**src/rtl/pipe_stage_elastic.sv**
```systemverilog
// Elastic pipeline stage with a head/skid register pair. It forwards a control bundle,
// scalar operands and vector operands, and it has flush and a saturating stall counter.
module pipe_stage_elastic #(
   parameter int N  = 32,
   parameter int V  = 20,
   parameter int L  = 8,
   parameter int CW = 16,
   parameter int SW = 16
) (
   input  logic                      CLK,
   input  logic                      RST,
   input  logic                      flush_i,
   input  logic                      in_valid_i,
   output logic                      in_ready_o,
   input  logic [CW-1:0]             ctrl_i,
   input  logic [N-1:0]              s1_i,
   input  logic [N-1:0]              s2_i,
   input  logic [V-1:0][L-1:0]       v1_i,
   input  logic [V-1:0][L-1:0]       v2_i,
   output logic                      out_valid_o,
   input  logic                      out_ready_i,
   output logic [CW-1:0]             ctrl_o,
   output logic [N-1:0]              s1_o,
   output logic [N-1:0]              s2_o,
   output logic [V-1:0][L-1:0]       v1_o,
   output logic [V-1:0][L-1:0]       v2_o,
   output logic [1:0]                occupancy_o,
   output logic [SW-1:0]             stall_cnt_o
);

   localparam int PW = CW + 2 * N + 2 * V * L;

   // The FSM state is the entry count. occupancy_o exposes it directly.
   localparam logic [1:0] ST_EMPTY = 2'd0;
   localparam logic [1:0] ST_ONE   = 2'd1;
   localparam logic [1:0] ST_TWO   = 2'd2;

   logic [1:0]    state;
   logic [PW-1:0] head_q;
   logic [PW-1:0] skid_q;
   logic [PW-1:0] in_pay;
   logic [CW-1:0] head_ctrl;
   logic          in_fire;
   logic          out_fire;
   logic          stalled;

   // Handshake: a transfer happens on an edge where valid and ready are both high.
   // in_ready_o depends only on the registered state. It never looks at out_ready_i.
   assign in_ready_o  = (state != ST_TWO);
   assign out_valid_o = (state != ST_EMPTY);
   assign in_fire     = in_valid_i & in_ready_o;
   assign out_fire    = out_valid_o & out_ready_i;
   assign stalled     = out_valid_o & ~out_ready_i;
   assign occupancy_o = state;

   assign in_pay = {ctrl_i, s1_i, s2_i, v1_i, v2_i};
   assign {head_ctrl, s1_o, s2_o, v1_o, v2_o} = head_q;

   // An invalid stage must present an all-zero control bundle so that no enables leak downstream.
   assign ctrl_o = out_valid_o ? head_ctrl : '0;

   always_ff @(posedge CLK) begin
      if (RST) begin
         state       <= ST_EMPTY;
         head_q      <= '0;
         skid_q      <= '0;
         stall_cnt_o <= '0;
      end else begin
         if (stalled && (stall_cnt_o != {SW{1'b1}}))
            stall_cnt_o <= stall_cnt_o + 1'b1;

         if (flush_i) begin
            state <= ST_EMPTY;
         end else begin
            case (state)
               ST_EMPTY: begin
                  if (in_fire) begin
                     state  <= ST_ONE;
                     head_q <= in_pay;
                  end
               end
               ST_ONE: begin
                  if (in_fire && out_fire) begin
                     head_q <= in_pay;
                  end else if (in_fire) begin
                     state  <= ST_TWO;
                     skid_q <= in_pay;
                  end else if (out_fire) begin
                     state <= ST_EMPTY;
                  end
               end
               ST_TWO: begin
                  if (out_fire) begin
                     state  <= ST_ONE;
                     head_q <= skid_q;
                  end
               end
               default: state <= ST_EMPTY;
            endcase
         end
      end
   end

endmodule
```
**config.mk**
```make
export PLATFORM = sky130hd
export DESIGN_NAME = pipe_stage_elastic
export DESIGN_NICKNAME = d
export VERILOG_FILES = /design/src/rtl/pipe_stage_elastic.sv
export SDC_FILE = /design/constraint.sdc
export NUM_CORES = 2
export LEC_CHECK = 0
export ABC_AREA = 1
export CORE_AREA = 2 2 321 323
export DETAILED_ROUTE_END_ITERATION = 12
export DIE_AREA = 0 0 323 325
export SETUP_SLACK_MARGIN = 0.5
export SLEW_MARGIN = 20
export SYNTH_ARGS = -nofsm -noshare
export SYNTH_HDL_FRONTEND = slang
export SYNTH_SLANG_ARGS = --single-unit
```
**constraint.sdc**
```tcl
create_clock -name CLK -period 4.26 [get_ports CLK]
set_input_delay 0.639 -clock CLK [delete_from_list [all_inputs] [get_ports CLK]]
set_output_delay 0.639 -clock CLK [all_outputs]
set_load 0.01 [all_outputs]
```
==> run metrics <==
Post-Syn Nets=5768; Ports=825; core region area=101300 µm²; Hold Path Depth=2; worst slew pin tran=1.207 ns; wire length of the first global-routing pass=187800 µm; antenna violations before repair=45; VDD IR max=269.5 µV; average wire per standard cell=17.85 µm; most frequent cells in the layout=nor2_1 (1587), nand2_1 (827), clkdlybuf4s50_1 (824); Clock Path Buffers=3; number of DRC markers in iteration 0=2453; CP Class=register to register; beginning of the critical path=occupancy_o[0]$_SDFFE_PP0P_; Final Cycle Share=79.19%; CP required=4.85 ns; most common cell after layout, fill and taps aside=nor2_1; mean post-synth cell area=6.852 µm²; Skew-Pair Late Insertion Delay=0.66 ns; placed cell areas=42920 µm²; CTS Hold Bufs=0; FF-to-FF End=head_q[267]$_SDFFE_PP0P_; WL final=125000 µm; number of global-route vias before repair=30810; GRT Util Overall=22.64%; xor/xnor cell area share of the yosys netlist=0.1430%; multi-input logic area=15580 µm²; Synth Warn #=0; adder-cell share of the synthesized area=0.03406%; Met3 Wirelength=9348 µm; clk_skew=0.02162 ns; end of the critical path=head_q[267]$_SDFFE_PP0P_; Final Slew Violations=0; main combinational cell family by area after synthesis=simple AND/OR/NAND/NOR gates; FP Rows=117; final core utilization=45.38%; Place WS=0.8746 ns; storage element area=16380 µm²; Min-Delay Path Class=register to register; R2R cell count=9; #FFs+latches synth=818; Setup TNS Final=0 ns; setup bufs post-CTS=0; RSZ-0062 raised after global routing=false; post-route cell area=45970 µm²; area delta synth->final=25.13%; post-route ant nets=0; Max Cap Viol=0; drt pass-1 iters=5; Die X=323 µm; setup ws final=0.8864 ns; Total Power=18.92 mW; routed wl met2=59680 µm; Min Hold Slack=0.4450 ns; fraction of synthesized area in multiplexers=0%; wire length on met1=51020 µm; Die ar.=105000 µm²; fmax=296.4 MHz; fin cells=7005; Initial Util=36.27%; number of I/O port buffers=824; R2R Setup Slk=0.89 ns; Congestion Overflow GR=0; CTS buffer count=93; Vias per Instance=4.872; outcome=completed; final net count=5953; CTS tree=done; Crit Path Max Fanout=83; startpoint types=register; Die H=325 µm; kind of end point of the critical path=register; Mapped Area=36740 µm²; Root Buffer=clkbuf_16; PwrDens=411.6 nW/µm²; post-DP HPWL=78490 µm; count of different cell masters after synthesis=24; share of the yosys chip area belonging to registers=44.57%; Clk pin slew, worst setup/hold paths=0.06 ns; Gate Count Post-Synth=5362; origin of the critical flop-to-flop path=occupancy_o[0]$_SDFFE_PP0P_; Vias=34130; highest metal used=met5; Fin. Hold Viols=0; largest net degree at the start of global routing=202; Setup violations, final=0; dpl cells=6820; CTS H-tree depth=3; Final Critical Period=3.374 ns; layout cells sized above 1=3.688%; Rel. slew slack=19.54%; post-cts resize count=0; routability cong.=0.8354; DRC violations left=0; Fill cells=10440; Post-Synth Simple-Gate Area=30.24%; clock sink total=818; WP data arrival=3.96 ns; Synth Area in Compound Gates=11.88%; Leakage=18.34 nW
-- cell type report --
type	instances	share of cell area, %
repair buffers	874	19.55
inverters	64	0.5879
clock buffers	138	6.045
multi-input cells	3696	33.88
flip-flops and latches	818	35.63
diodes	24	0.1306
well taps	1368	3.723
clock inverters	23	0.4572
-- Yosys cell counts --
cell         n  area share, %
nor3_1       1          0.014
nand2_4      2          0.061
o21ai_1    471            6.4
buf_1       24           0.25
xor2_1       3          0.072
nand2_2      1          0.017
clkbuf_2     1          0.014
o21ai_0    360            4.9
nand4_1      6           0.10
dfxtp_1    818             45
clkbuf_1   233            2.4
inv_1       58           0.59
buf_4      392            8.0
nor2_1    1587             16
buf_2      134            1.8
a21oi_1     41           0.56
nor2_2       4          0.068
nand2_1    827            8.4
inv_2        5          0.051
xnor2_1      3          0.072
nand4_2      1          0.034
nand3_1    388            5.3
clkinv_1     1          0.010
ha_1         1          0.034
-- cell families (layout without fill, tap and decap cells) --
kind of cell / count (synthesis) / in the layout
other cells: 0 / 24
fa+ha+maj: 1 / 1
simple gates: 2817 / 2817
xor+xnor: 6 / 6
buf+inv: 848 / 1099
flops: 818 / 818
compound gates: 872 / 872
-- worst min path at each step --
stage	to	slack, ns	startpoint
floorplan	skid_q[379]$_SDFFE_PP0P_	0.42	skid_q[379]$_SDFFE_PP0P_
global placement	skid_q[377]$_SDFFE_PP0P_	0.43	skid_q[377]$_SDFFE_PP0P_
detailed placement	skid_q[385]$_SDFFE_PP0P_	0.44	skid_q[385]$_SDFFE_PP0P_
CTS	skid_q[384]$_SDFFE_PP0P_	0.45	skid_q[384]$_SDFFE_PP0P_
global route	skid_q[378]$_SDFFE_PP0P_	0.46	skid_q[378]$_SDFFE_PP0P_
finish	skid_q[395]$_SDFFE_PP0P_	0.45	skid_q[395]$_SDFFE_PP0P_
-- power by group --
part	switching, mW	internal [mW]	leakage (nW)	total [mW]
combinational	1.39	1.29	10.2	2.68
clock	3.25	4.66	1.48	7.91
sequential	0.267	8.07	6.69	8.34
-- critical path, stage by stage, from the launching register on --
cell,delay (ns)
dfxtp_1,0.61
inv_8,0.29
nand2_8,0.30
nand4_2,0.25
nand2_1,0.22
nand2_8,0.30
inv_8,0.56
buf_12,0.41
nor2_1,0.09
nor2_1,0.10
-- sequential cells by signal, indices dropped and copies added, names as in the netlist --
signal       flops
head_q         400
occupancy_o      2
skid_q         400
stall_cnt_o     16
-- per-layer routing --
metal,up-vias,GRT usage (%)
li1,17120,-
met1,15700,27.52
met2,1007,37.07
met3,256,6.369
met4,44,10.05
met5,-,0
No activity file was read; power rests on OpenSTA's default activity.
